File: config.mk
export PLATFORM = sky130hd
export DESIGN_NAME = tone_generator
export DESIGN_NICKNAME = d
export VERILOG_FILES = /design/src/rtl/tone_generator.sv
export SDC_FILE = /design/constraint.sdc
export NUM_CORES = 1
export LEC_CHECK = 0
export CAP_MARGIN = 40
export CORE_MARGIN = 4
export CORE_UTILIZATION = 45
export CTS_BUF_LIST = sky130_fd_sc_hd__clkbuf_4
export CTS_CLUSTER_SIZE = 14
export DETAILED_ROUTE_END_ITERATION = 8
export GPL_ROUTABILITY_DRIVEN = 1
export GPL_TIMING_DRIVEN = 0
export SKIP_CTS_REPAIR_TIMING = 1
export SLEW_MARGIN = 20
export SYNTH_ARGS = -nofsm -noshare
export SYNTH_HDL_FRONTEND = slang
export SYNTH_SLANG_ARGS = --single-unit
File: constraint.sdc
create_clock -name clk -period 7.2 [get_ports clk]
set_input_delay 1.44 -clock clk [delete_from_list [all_inputs] [get_ports clk]]
set_output_delay 1.44 -clock clk [all_outputs]
set_load 0.02 [all_outputs]
File: src/rtl/tone_generator.sv
// tone_generator
//   Picks the highest-priority held key from the keyboard bitmap, maps it to a
//   note and drives a square wave on audio. After every key lifts, the last
//   note keeps sounding for RELEASE_CYCLES clocks, then the block goes silent.
//
// Ports
//   clk          system clock
//   rst          asynchronous reset, active-low
//   alpha_table  key bitmap: bits 0-6 Q..U (octave 6), 7-13 A..J (octave 5),
//                14-20 Z..M (octave 4); lowest set bit has priority
//   mute         forces audio low; FSM and counters keep running
//   audio        registered square-wave output
//   note_idx     index of the sounding note, 0 when idle
//   playing      high in PLAY or RELEASE
module tone_generator #(
    parameter int CLK_HZ         = 100000000,
    parameter int RELEASE_CYCLES = 10000000
) (
    input  logic        clk,
    input  logic        rst,
    input  logic [20:0] alpha_table,
    input  logic        mute,
    output logic        audio,
    output logic [4:0]  note_idx,
    output logic        playing
);

    typedef enum logic [1:0] {
        ST_IDLE    = 2'd0,
        ST_PLAY    = 2'd1,
        ST_RELEASE = 2'd2
    } state_t;

    localparam int RW = (RELEASE_CYCLES > 1) ? $clog2(RELEASE_CYCLES) : 1;
    localparam logic [RW-1:0] REL_LAST = RW'(RELEASE_CYCLES - 1);

    // Octave-4 half-period counts are quoted for a 100 MHz clock; rescale them
    // for other clock rates at elaboration time.
    function automatic logic [17:0] scale_count(input longint base);
        return 18'((base * longint'(CLK_HZ)) / 64'sd100000000);
    endfunction

    localparam logic [17:0] HC_C = scale_count(64'sd191113);
    localparam logic [17:0] HC_D = scale_count(64'sd170262);
    localparam logic [17:0] HC_E = scale_count(64'sd151686);
    localparam logic [17:0] HC_F = scale_count(64'sd143172);
    localparam logic [17:0] HC_G = scale_count(64'sd127551);
    localparam logic [17:0] HC_A = scale_count(64'sd113636);
    localparam logic [17:0] HC_B = scale_count(64'sd101239);

    // Half-period count for a key index: degree picks the base, row picks the octave shift.
    function automatic logic [17:0] half_of(input logic [4:0] idx);
        logic [4:0]  deg;
        logic [1:0]  sh;
        logic [17:0] base;
        if (idx < 5'd7) begin
            deg = idx;
            sh  = 2'd2;
        end else if (idx < 5'd14) begin
            deg = idx - 5'd7;
            sh  = 2'd1;
        end else begin
            deg = idx - 5'd14;
            sh  = 2'd0;
        end
        case (deg)
            5'd0:    base = HC_C;
            5'd1:    base = HC_D;
            5'd2:    base = HC_E;
            5'd3:    base = HC_F;
            5'd4:    base = HC_G;
            5'd5:    base = HC_A;
            5'd6:    base = HC_B;
            default: base = HC_C;
        endcase
        return base >> sh;
    endfunction

    state_t         state_q, state_d;
    logic [20:0]    key_q;
    logic [4:0]     note_q, note_d;
    logic [17:0]    half_q, half_d;
    logic [RW-1:0]  rel_q, rel_d;
    logic           tone_q, tone_d;
    logic           audio_q, audio_d;
    logic           playing_q, playing_d;

    logic           sel_valid_s;
    logic [4:0]     sel_idx_s;
    logic [17:0]    half_last_s;

    // Priority encoder: lowest set bit wins, so the scan runs from the top down.
    always_comb begin
        sel_valid_s = |key_q;
        sel_idx_s   = 5'd0;
        for (int i = 20; i >= 0; i--) begin
            if (key_q[i]) begin
                sel_idx_s = 5'(i);
            end else begin
                sel_idx_s = sel_idx_s;
            end
        end
    end

    assign half_last_s = half_of(note_q) - 18'd1;

    // Next-state, note selection, tone counter and release counter.
    always_comb begin
        state_d = state_q;
        note_d  = note_q;
        rel_d   = rel_q;
        // Default: the tone keeps running on the current note.
        if (half_q == half_last_s) begin
            half_d = 18'd0;
            tone_d = ~tone_q;
        end else begin
            half_d = half_q + 18'd1;
            tone_d = tone_q;
        end

        case (state_q)
            ST_IDLE: begin
                half_d = 18'd0;
                tone_d = 1'b0;
                rel_d  = '0;
                if (sel_valid_s) begin
                    note_d  = sel_idx_s;
                    state_d = ST_PLAY;
                end else begin
                    note_d  = 5'd0;
                end
            end
            ST_PLAY, ST_RELEASE: begin
                if (sel_valid_s) begin
                    state_d = ST_PLAY;
                    // A different note restarts its phase low so no runt pulse leaks through.
                    if (sel_idx_s != note_q) begin
                        note_d = sel_idx_s;
                        half_d = 18'd0;
                        tone_d = 1'b0;
                    end else begin
                        note_d = note_q;
                    end
                end else if (state_q == ST_PLAY) begin
                    rel_d   = '0;
                    state_d = ST_RELEASE;
                end else if (rel_q == REL_LAST) begin
                    state_d = ST_IDLE;
                    note_d  = 5'd0;
                    half_d  = 18'd0;
                    tone_d  = 1'b0;
                    rel_d   = '0;
                end else begin
                    rel_d = rel_q + 1'b1;
                end
            end
            default: begin
                state_d = ST_IDLE;
                note_d  = 5'd0;
                half_d  = 18'd0;
                tone_d  = 1'b0;
                rel_d   = '0;
            end
        endcase

        audio_d   = tone_q & ~mute;
        // Derived from the next state so playing lines up with state_q.
        playing_d = (state_d != ST_IDLE);
    end

    // State and datapath registers.
    always_ff @(posedge clk or negedge rst) begin
        if (!rst) begin
            key_q     <= 21'd0;
            state_q   <= ST_IDLE;
            note_q    <= 5'd0;
            half_q    <= 18'd0;
            rel_q     <= '0;
            tone_q    <= 1'b0;
            audio_q   <= 1'b0;
            playing_q <= 1'b0;
        end else begin
            key_q     <= alpha_table;
            state_q   <= state_d;
            note_q    <= note_d;
            half_q    <= half_d;
            rel_q     <= rel_d;
            tone_q    <= tone_d;
            audio_q   <= audio_d;
            playing_q <= playing_d;
        end
    end

    assign audio    = audio_q;
    assign note_idx = note_q;
    assign playing  = playing_q;

endmodule

Word level (Yosys, flattened, before mapping)
Cells that the tools add are included.
- flip-flop bits (word level): 73
- bits in latches: 0
- bits in writable memories: 0
- memory bits (read-only): 0
- input port bits: 24
- output and inout bits: 7
- word-level logic and storage cells: 92
- memories: 0
- add/sub/neg operators: 5
- multipliers: 0
- div/mod/pow operators: 0
- $lt $le $gt $ge: 2
- equal/unequal tests: 15
- shifts and indexed selects: 1
- muxes and demuxes: 53
- bitwise gates (word level): 3
- reductions and logical operators: 5
- operators with widths (operator ; count):
    5-bit two-way mux ; 28
    18-bit two-way mux ; 6
    18-bit case mux with 6 select lines ; 1
    24-bit two-way mux ; 4
    24-bit by 1-bit adder with 24-bit output, second input constant ; 1
    24-bit equality test, second input constant ; 1
    21-bit OR reduction ; 1
    18-bit by 1-bit adder with 18-bit output, second input constant ; 1
    18-bit equality test ; 1
    18-bit by 2-bit right shift with 18-bit output ; 1
    18-bit by 1-bit subtractor with 18-bit output, second input constant ; 1
    5-bit by 3-bit equality test with 1-bit output, second input constant ; 3
    5-bit by 2-bit equality test with 1-bit output, second input constant ; 2
    2-bit two-way mux ; 5
    5-bit case mux with 2 select lines ; 1
    3-bit != test, second input constant ; 3
    1-bit two-way mux ; 7
    5-bit by 1-bit equality test with 1-bit output, second input constant ; 1
    5-bit by 3-bit less-than comparator with 1-bit output, second input constant ; 1
    5-bit by 4-bit less-than comparator with 1-bit output, second input constant ; 1
    5-bit != test ; 1
    5-bit by 3-bit subtractor with 5-bit output, second input constant ; 1
    5-bit by 4-bit subtractor with 5-bit output, second input constant ; 1
    2-bit case mux with 2 select lines ; 1
    9 further kinds ; 10

Logic depth before layout (Yosys ltp)
Gate-level depths: netlist of run 1.
- depth after elaboration: 25
- mapped depth: 20

Worst setup path after synthesis of run 1
Ideal clock, no wire load.
- path kind: register to register
- from: reg note_q[2], in the netlist note_idx[2]
- to: reg half_q[10]
- data arrival time: 4.256 ns
- path slack: 2.825 ns
- cell stages (with the launch flop): 20
- clock period less this slack: 4.375 ns
- cells stage by stage: dfrtp_1 ha_1 buf_4 a21o_1 a221oi_2 o21ai_1 nor2_1 nor3_1 o21a_1 nor2_1 ha_1 xnor2_1 a221oi_1 o31ai_1 a211oi_1 nand4_1 or3_4 o31ai_4 buf_6 nor2_1
- longest elaborated chain between the ends: 13
- elaborated cells on any way between the ends: 25
- ends and longest elaborated chain (item ; line ; RTL):
    start: declaration ; 81 ; logic [4:0] note_q, note_d;
    start signal: assignment ; 185 ; note_q <= note_d;
    5-bit by 4-bit subtractor with 5-bit output (tied with other cells) ; 63 ; deg = idx - 5'd14;
    5-bit two-way mux ; 59 ; end else if (idx < 5'd14) begin
    5-bit two-way mux ; 56 ; if (idx < 5'd7) begin
    5-bit by 3-bit equality test with 1-bit output (tied with other cells) ; 66 ; case (deg)
    18-bit case mux with 6 select lines ; 66 ;
    18-bit by 2-bit right shift with 18-bit output ; 76 ; return base >> sh;
    18-bit by 1-bit subtractor with 18-bit output ; 105 ; assign half_last_s = half_of(note_q) - 18'd1;
    18-bit equality test ; 113 ; if (half_q == half_last_s) begin
    18-bit two-way mux ; 113 ;
    18-bit two-way mux ; 147 ; end else if (rel_q == REL_LAST) begin
    18-bit two-way mux ; 144 ; end else if (state_q == ST_PLAY) begin
    18-bit two-way mux * ; 134 ; if (sel_valid_s) begin
    18-bit two-way mux * ; 121 ; case (state_q)
    named net half_d[10] ; 82 ; logic [17:0] half_q, half_d;
    end signal: assignment ; 186 ; half_q <= half_d;
    end: declaration ; 82 ;
The timed path passes the listed nets; every way through them passes the cells marked *.
A chain may end at the register's enable or synchronous reset.

Final worst setup path of run 1
- from: reg note_q[2], in the netlist note_idx[2]
- to: reg half_q[16]
The elaborated chain is that of the path after synthesis.

==> impl_metrics.env, run 1 <==
export IMPL_synth_edf_count=0
export IMPL_layout_nets=726
export IMPL_drt_pre_antenna_iters=7
export IMPL_synth_commonest_cells="dfrtp_1, nor2_1, nand2_1"
export IMPL_drc=0
export IMPL_htree_levels=3
export IMPL_ant_nets=0
export IMPL_syn_inst=647
export IMPL_outcome="completed"
export IMPL_synth_top_area_share_pct=33.77
export IMPL_start_util_pct=46.57
export IMPL_die_x_um=117.6
export IMPL_fin_crit_sh_pct=74.86
export IMPL_clock_latency_ns=0.43
export IMPL_drive_gt1_share_pct=8.883
export IMPL_finalHoldViolations=0
export IMPL_synth_lib_cells_used_distinct=79
export IMPL_cp_end_kind="flop"
export IMPL_grt_pass1_vias=5175
export IMPL_antenna_found_initial=0
export IMPL_cts_buffer_depth=2
export IMPL_clk_pin_slew_ns=0.12
export IMPL_portBuffers=30
export IMPL_fin_tns_setup_ns=0
export IMPL_grt_usage_pct=22.56
export IMPL_numCtsBuffers=9
export IMPL_ir_worst_vdd_mv=0.1690
export IMPL_core_um2=11610
export IMPL_drtIter0Drc=458
export IMPL_rsz0062_at_grt="false"
export IMPL_ys_ff_latch=73
export IMPL_synth_warnings=0
export IMPL_dpl_cell_count=824
export IMPL_fin_util_pct=52.32
export IMPL_cts_root_buf="clkbuf_4"
export IMPL_synth_area_um2=5409
export IMPL_crit_type="reg -> reg"
export IMPL_worstPathMaxFanout=10
export IMPL_reg2reg_from="note_idx[2]"
export IMPL_hold_class="reg -> reg"
export IMPL_area_growth_pct=12.33
export IMPL_syn_area_per_cell_um2=8.360
export IMPL_tightest_slew_ns=0.9445
export IMPL_startpoint_type="flop"
export IMPL_drv_slew=0
export IMPL_drt_wl_total_um=15500
export IMPL_via_per_inst=6.293
export IMPL_syn_num_nets=680
export IMPL_yosysTopAreaCell="dfrtp_1"
export IMPL_wire_per_inst_um=18.43
export IMPL_fill_cells=1115
export IMPL_synth_async_reset_ratio_pct=100.0
export IMPL_setup_viol=0
export IMPL_max_slew_margin_pct=36.74
export IMPL_hpwl_um=11550
export IMPL_ys_seq_area_share_pct=33.77
export IMPL_cp_arrival_ns=5.72
export IMPL_cap_viol_max_count=0
export IMPL_numClockSinks=73
export IMPL_diodes=0
export IMPL_grt_max_degree=55
export IMPL_die_h_um=117.6
export IMPL_final_cells=841
export IMPL_grt_pass1_wl_um=25650
export IMPL_r2r_slack_ns=1.81
export IMPL_holdPathStages=1
export IMPL_reg2reg_to="half_q[16]"
export IMPL_finClkSkew_ns=0.01508
export IMPL_io_pins=31
export IMPL_min_from="rel_q[21]"
export IMPL_die_area_um2=13840
export IMPL_grt_remaining_overflow=0
export IMPL_synth_main_ff_cell="dfrtp_1"
export IMPL_timing_hold_ws_ns=0.5283
export IMPL_cp_required_ns=7.53
export IMPL_min_to="rel_q[21]"
export IMPL_power_leakage_nw=2.427
export IMPL_max_freq_ghz=0.1855
export IMPL_p_per_area_nw_per_um2=200.6
export IMPL_synth_area_leaders="dfrtp_1, o21ai_0, nor2_1, nand2_1, a21oi_1"
export IMPL_cts_tree="built"
export IMPL_std_cell_rows=39
export IMPL_crit_path_start="note_idx[2]"
export IMPL_gp_congestion=0.9465
export IMPL_r2r_cells=19
export IMPL_synth_most_common_cell="dfrtp_1"
export IMPL_via_count=5292
export IMPL_period_needed_ns=5.390
-- registers in the layout (all words and copies together), names as in the netlist --
register  count
note_idx      5
half_q       18
playing       1
state_q       2
key_q        21
tone_q        1
rel_q        24
audio         1
-- per-layer routing --
metal / up-vias / part of all wire [%] / global-route usage [%]
met5: - / 0 / 0
met4: 0 / 4.6 / 11.58
met3: 57 / 7.3 / 5.142
met2: 247 / 45 / 35.57
met1: 2476 / 43 / 28.96
li1: 2512 / - / -
-- final cells by class --
cell class	instances	area, µm²	share of cell area (%)
buffer	35	185.2	3.048
tap	143	178.9	2.945
clock buffer	11	82.58	1.359
inverter	17	63.81	1.050
sequential	73	1827	30.07
multi-input combinational	522	3333	54.86
clock inverter	5	46.29	0.7619
timing repair buffer	35	359.1	5.910
-- critical path, stage by stage, from the launching register on --
cell      delay, ns
dfrtp_1        0.51
ha_1           0.28
buf_4          0.18
a21o_1         0.26
a221oi_2       0.78
o21ai_1        0.33
nor2_1         0.26
nor3_1         0.07
o21a_1         0.19
nor2_1         0.11
ha_1           0.25
xnor2_1        0.14
a221oi_1       0.25
o31ai_1        0.13
a211oi_1       0.25
nand4_1        0.15
or3_4          0.43
o31ai_4        0.43
buf_6          0.21
nor2_1         0.06
-- per-stage QoR --
stage	total power [W]	worst slack, ns	cell area (µm²)
after floorplan	0.0008075	2.825	5409
after global placement	0.0009578	1.886	5888
after detailed placement	0.0009602	1.919	5934
after CTS	0.001217	1.922	6063
after global routing	0.001293	1.556	6076
final	0.001219	1.810	6076
-- layout by cell type (no fill, tap or decap), types with 12 or more instances in the layout --
cell / synthesis / final
nor2_1: 60 / 60
inv_1: 17 / 17
buf_2: 11 / 13
nand2b_1: 12 / 12
o21ai_0: 50 / 50
clkbuf_1: 14 / 14
dfrtp_1: 73 / 73
and3_1: 15 / 15
a21oi_1: 39 / 39
nand2_1: 59 / 59
xnor2_1: 17 / 17
nand3_1: 28 / 28
nor3_1: 22 / 22
clkdlybuf4s50_1: 0 / 29
xor2_1: 16 / 16
-- where the power goes --
part	switching (W)	leakage (nW)	total (W)	internal [W]
Sequential	0.0000216	0.957	0.000447	0.000425
Clock	0.000138	0.0734	0.000248	0.000110
Combinational	0.000319	1.40	0.000523	0.000204
Total	0.000479	2.43	0.00122	0.000739
-- how the worst max path moves through the flow --
stage                             to  slack [ns]  cells past startpoint
final                     half_q[16]        1.81                     19
after global placement    half_q[10]        1.89                     19
after detailed placement  half_q[16]        1.92                     19
after CTS                 half_q[16]        1.92                     19
after floorplan           half_q[10]        2.83                     19
after global routing      half_q[16]        1.56                     19
-- kinds of logic after synthesis --
family / after synthesis / synth area share, %
adder cells (fa/ha/maj): 9 / 2.082
flip-flops: 73 / 33.77
AND/OR/NAND/NOR: 267 / 25.45
AO/OA/AOI/OAI: 199 / 25.95
XOR/XNOR: 33 / 5.343
buffers and inverters: 52 / 4.603
multiplexers: 14 / 2.799
(Power assumes the default switching activity.)
==> inputs of run 2 (changes only) <==
--- a/config.mk
+++ b/config.mk
@@ -13,6 +13,7 @@
 export DETAILED_ROUTE_END_ITERATION = 8
 export GPL_ROUTABILITY_DRIVEN = 1
 export GPL_TIMING_DRIVEN = 0
+export PLACE_DENSITY = 0.65
 export SKIP_CTS_REPAIR_TIMING = 1
 export SLEW_MARGIN = 20
 export SYNTH_ARGS = -nofsm -noshare
==> constraint.sdc (replaced) <==
create_clock -name clk -period 4.7 [get_ports clk]
set_input_delay 0.94 -clock clk [delete_from_list [all_inputs] [get_ports clk]]
set_output_delay 0.94 -clock clk [all_outputs]
set_load 0.02 [all_outputs]
==> run 2 against run 1 <==
Net effect: flip-flop and latch count stayed put; maximum frequency is 19% higher; combinational power is 67% higher; highest routed layer unchanged; first-iteration DRC count is 38% higher; non-clock buffer count is 13 higher; wire length is 0.90% lower; die area stayed put; via count is 2.4% higher; critical endpoint is now half_q[10]; register-to-register slack worse by 1.6 ns; sequential share of layout area is 0.86 points lower; count of clock-buffer cells in the layout is 1 lower.
==> impl_metrics.env, run 2 (same netlist as run 1, synthesis figures left out) <==
export IMPL_outcome="completed"
export IMPL_hold_class="in -> async"
export IMPL_std_cell_rows=39
export IMPL_finalInstanceArea_um2=6269
export IMPL_r2r_slack_ns=0.18
export IMPL_fin_crit_sh_pct=96.26
export IMPL_tightest_slew_ns=0.8744
export IMPL_start_util_pct=46.57
export IMPL_finalPower_w=0.001994
export IMPL_grt_usage_pct=21.47
export IMPL_numCtsBuffers=9
export IMPL_via_per_inst=6.351
export IMPL_max_freq_ghz=0.2210
export IMPL_cap_viol_max_count=0
export IMPL_die_area_um2=13840
export IMPL_startpoint_type="flop"
export IMPL_wl_met1_um=6360
export IMPL_via_count=5417
export IMPL_layout_setup_ws_ns=0.1760
export IMPL_power_leakage_nw=2.502
export IMPL_reg_largest_list="rel_q (24), key_q (21), half_q (18)"
export IMPL_cts_buffer_depth=2
export IMPL_dr_wl_met3_um=1150
export IMPL_finClkSkew_ns=0.01454
export IMPL_grt_remaining_overflow=0
export IMPL_final_common_cell="dfrtp_1"
export IMPL_reg2reg_from="note_idx[1]"
export IMPL_largest_reg_flops=24
export IMPL_p_per_area_nw_per_um2=318.1
export IMPL_die_h_um=117.6
export IMPL_drt_wl_total_um=15360
export IMPL_dpl_cell_count=825
export IMPL_core_um2=11610
export IMPL_setup_viol=0
export IMPL_wire_per_inst_um=18.01
export IMPL_io_pins=31
export IMPL_cp_arrival_ns=4.82
export IMPL_hpwl_um=11230
export IMPL_grt_pass1_wl_um=24810
export IMPL_cp_end_kind="flop"
export IMPL_period_needed_ns=4.524
export IMPL_max_flop_register="rel_q"
export IMPL_diodes=0
export IMPL_top_layer="met4"
export IMPL_ir_worst_vdd_mv=0.1645
export IMPL_cts_tree="built"
export IMPL_htree_levels=3
export IMPL_drv_slew=0
export IMPL_numClockSinks=73
export IMPL_clock_latency_ns=0.41
export IMPL_die_x_um=117.6
export IMPL_worstPathMaxFanout=10
export IMPL_critPathSlowestCell="a31oi_1"
export IMPL_timing_hold_ws_ns=0.3716
export IMPL_cp_cell_sequence="ha_2, buf_4, o21ai_0, a31oi_1, nor3_1, a32oi_1, nand3b_1, ha_1, xnor2_1, a221oi_2, o31ai_1, a211oi_1, nand4_1, or3_4, o31ai_4, buf_6, nor2_1"
export IMPL_crit_type="reg -> reg"
export IMPL_place_area_um2=5933
export IMPL_met2_length_um=7161
export IMPL_gp_congestion=1.014
export IMPL_drive_gt1_share_pct=12.54
export IMPL_drtIter0Drc=630
export IMPL_finalHoldViolations=0
export IMPL_crit_path_start="note_idx[1]"
export IMPL_max_slew_margin_pct=41.43
export IMPL_cp_required_ns=5.00
export IMPL_ant_nets=0
export IMPL_layout_nets=739
export IMPL_portBuffers=30
export IMPL_clk_pin_slew_ns=0.12
export IMPL_antenna_found_initial=0
export IMPL_final_cells=853
export IMPL_grt_pass1_vias=5135
export IMPL_cts_root_buf="clkbuf_4"
export IMPL_cpPeakStageDelay_ns=0.67
export IMPL_drt_pre_antenna_iters=7
export IMPL_area_growth_pct=15.89
export IMPL_final_cell_mix="dfrtp_1, nand2_1, nor2_1"
export IMPL_grt_max_degree=59
export IMPL_dp_slack_ns=-0.4935
export IMPL_drc=0
-- run 2: cell types whose count changed in the layout (fill, tap and decap cells not counted), sizes merged --
cell / change
buf: +14
clkdlybuf4s15: -1
clkinvlp: +1
bufinv: +1
clkinv: -2
dlymetal6s2s: -1
-- run 2: worst paths after layout --
path,to,cells past startpoint
max in group asynchronous,half_q[10],2
min in group clk,rel_q[21],1
min reg2reg,rel_q[21],1
min,key_q[3],1
max,half_q[10],17
max reg2reg,half_q[10],17
-- run 2: metal layers --
layer / GRT usage (%) / vias to the layer above
met1: 27.66 / 2515
met3: 3.652 / 66
met4: 10.33 / 0
li1: - / 2548
met2: 35.00 / 288
met5: 0 / -
-- run 2: final cells by class --
class,instances,area (µm²)
timing repair buffer,49,450.4
clock buffer,10,75.07
multi-input combinational,522,3403
inverter,17,63.81
sequential,73,1831
fill,1080,5345
clock inverter,5,81.33
buffer,34,185.2
tap,143,178.9
-- run 2: metrics by stage --
step / utilization [%] / TNS [ns]
6_report: 53.98 / 0
5_1_grt: 53.98 / -1.056
4_1_cts: 52.43 / -8.253
3_5_place_dp: 51.09 / -7.637
3_3_place_gp: 50.70 / -9.402
2_1_floorplan: - / 0
-- run 2: where the power goes --
part	switching, W	leakage [nW]	internal, W
Sequential	0.0000362	0.953	0.000653
Combinational	0.000507	1.47	0.000367
Clock	0.000212	0.0824	0.000219
-- run 2: critical path, delay by kind of cell (launching register included) --
kind | cells | cell delay, ns
and+or+nand+nor | 5 | 1.00
DFF | 1 | 0.44
xor gates and xnor gates | 1 | 0.15
adders and majority gates | 2 | 0.55
AOI/OAI and AO/OA | 7 | 1.90
buffers and inverters | 2 | 0.38
==> inputs of run 3 (changes only) <==
--- a/config.mk
+++ b/config.mk
@@ -14,6 +14,7 @@
 export GPL_ROUTABILITY_DRIVEN = 1
 export GPL_TIMING_DRIVEN = 0
 export PLACE_DENSITY = 0.65
+export REMOVE_ABC_BUFFERS = 1
 export SKIP_CTS_REPAIR_TIMING = 1
 export SLEW_MARGIN = 20
 export SYNTH_ARGS = -nofsm -noshare
==> run 3 against run 2 <==
Net effect: largest cell class unchanged; utilization rose by 0.12 points; worst setup slack got worse by 0.081 ns; combinational power barely moved; sequential power barely moved; count of clock-buffer cells in the layout fell by 1; global-route usage fell by 0.33 points; highest routed layer unchanged.
==> impl_metrics.env, run 3 (same netlist as run 1, synthesis figures left out) <==
export IMPL_outcome="completed"
export IMPL_drive_gt1_share_pct=12.70
export IMPL_cts_buffer_depth=2
export IMPL_startpoint_type="flop"
export IMPL_final_cells=828
export IMPL_wire_per_inst_um=18.06
export IMPL_clock_latency_ns=0.44
export IMPL_finClkSkew_ns=0.02426
export IMPL_drt_pre_antenna_iters=5
export IMPL_ir_worst_vdd_mv=0.1504
export IMPL_via_count=5320
export IMPL_layout_nets=713
export IMPL_reg2reg_to="half_q[6]"
export IMPL_area_growth_pct=16.15
export IMPL_finalHoldViolations=0
export IMPL_seqPwrFrac_pct=34.8
export IMPL_cts_root_buf="clkbuf_4"
export IMPL_critical_path_endpoint="half_q[6]"
export IMPL_max_flop_register="rel_q"
export IMPL_max_slew_margin_pct=37.27
export IMPL_cp_end_kind="flop"
export IMPL_finalInstanceArea_um2=6282
export IMPL_die_h_um=117.6
export IMPL_dpl_cell_count=792
export IMPL_p_per_area_nw_per_um2=316.8
export IMPL_hold_class="in -> async"
export IMPL_drv_slew=0
export IMPL_grt_max_degree=54
export IMPL_core_um2=11610
export IMPL_crit_type="reg -> reg"
export IMPL_worstPathMaxFanout=28
export IMPL_hpwl_um=10640
export IMPL_r2r_slack_ns=0.1
export IMPL_cap_viol_max_count=0
export IMPL_numClockSinks=73
export IMPL_antenna_found_initial=0
export IMPL_clk_pin_slew_ns=0.14
export IMPL_ant_nets=0
export IMPL_fin_crit_sh_pct=97.97
export IMPL_fin_tns_setup_ns=0
export IMPL_start_util_pct=46.57
export IMPL_swShare_pct=39.82
export IMPL_final_cell_mix="dfrtp_1, nand2_1, nor2_1"
export IMPL_r2r_cells=18
export IMPL_finalPower_w=0.001990
export IMPL_setup_viol=0
export IMPL_std_cell_rows=39
export IMPL_grt_pass1_vias=4884
export IMPL_max_freq_ghz=0.2172
export IMPL_io_pins=31
export IMPL_combPwrFrac_pct=43.9
export IMPL_diodes=0
export IMPL_p_clk_share_pct=21.3
export IMPL_reg2reg_from="note_idx[0]"
export IMPL_fill_cells=1049
export IMPL_cp_arrival_ns=4.93
export IMPL_grt_pass1_wl_um=24340
export IMPL_cp_required_ns=5.03
export IMPL_drt_wl_total_um=14950
export IMPL_reg_largest_list="rel_q (24), key_q (21), half_q (18)"
export IMPL_grt_usage_pct=21.14
export IMPL_crit_path_start="note_idx[0]"
export IMPL_power_internal_w=0.001198
export IMPL_htree_levels=3
export IMPL_drc=0
export IMPL_numCtsBuffers=9
export IMPL_drtIter0Drc=582
export IMPL_power_leakage_nw=2.451
export IMPL_cts_tree="built"
export IMPL_grt_remaining_overflow=0
export IMPL_p_switching_w=0.0007927
export IMPL_tightest_slew_ns=0.9172
export IMPL_place_area_um2=5798
export IMPL_period_needed_ns=4.605
export IMPL_via_per_inst=6.425
export IMPL_final_common_cell="dfrtp_1"
export IMPL_portBuffers=30
export IMPL_gp_congestion=0.9281
export IMPL_die_area_um2=13840
export IMPL_fin_util_pct=54.09
export IMPL_die_x_um=117.6
export IMPL_largest_reg_flops=24
run 3: cell count changes in the layout (fill, tap and decap cells not counted), sizes merged:
cell and change:
buf -10, bufinv -1, clkbuf -17, clkinv -2, clkinvlp +1, inv +4
run 3: power by group through the flow:
stage               clock [W]  sequential (W)  combinational [W]
global route         0.000467        0.000697           0.000939
finish               0.000424        0.000692           0.000875
floorplan                   0        0.000719           0.000490
CTS                  0.000439        0.000698           0.000732
detailed placement          0        0.000710           0.000729
global placement            0        0.000729           0.000676
run 3: worst min path at each step:
| stage | from | end | slack, ns | cells past startpoint |
|---|---|---|---|---|
| 5_1_grt | rst | key_q[20] | 0.33 | 1 |
| 2_1_floorplan | rel_q[21] | rel_q[21] | 0.47 | 1 |
| 3_5_place_dp | rel_q[21] | rel_q[21] | 0.52 | 1 |
| 3_3_place_gp | rel_q[21] | rel_q[21] | 0.51 | 1 |
| 4_1_cts | rst | key_q[20] | 0.34 | 1 |
| 6_report | rst | key_q[20] | 0.36 | 1 |
run 3: worst max-delay path: stages (launching register included):
cell,delay [ns]
dfrtp_2,0.50
buf_8,0.20
ha_4,0.35
mux2i_1,0.16
a221o_1,0.43
nor2_1,0.25
buf_4,0.25
a32oi_1,0.12
nand3b_1,0.15
ha_1,0.26
xnor2_1,0.13
a221oi_1,0.22
o31ai_1,0.13
a211oi_1,0.23
nand4_1,0.16
or3_4,0.44
o31ai_4,0.26
buf_12,0.18
nor2_1,0.06
run 3: final cells by class:
| type | count | area (µm²) | share of cell area, % |
|---|---|---|---|
| timing repair buffer | 57 | 558.0 | 8.883 |
| multi-input combinational | 522 | 3495 | 55.63 |
| tap | 143 | 178.9 | 2.848 |
| clock buffer | 9 | 67.56 | 1.075 |
| sequential | 73 | 1834 | 29.20 |
| clock inverter | 7 | 85.08 | 1.354 |
| inverter | 17 | 63.81 | 1.016 |
run 3: per-stage QoR:
| stage | setup WS [ns] | hold slack, ns |
|---|---|---|
| 2_1_floorplan | -0.3046 | 0.4661 |
| 3_3_place_gp | -1.388 | 0.5057 |
| 3_5_place_dp | -1.098 | 0.5176 |
| 4_1_cts | -1.137 | 0.3369 |
| 5_1_grt | -0.05013 | 0.3312 |
| 6_report | 0.09527 | 0.3615 |
run 3: layer usage:
metal | vias up | track usage, % | wire [µm]
li1 | 2496 | - | -
met2 | 225 | 33.56 | 6924
met1 | 2532 | 27.48 | 6380
met3 | 67 | 4.853 | 954
met5 | - | 0 | 0
met4 | 0 | 9.524 | 694
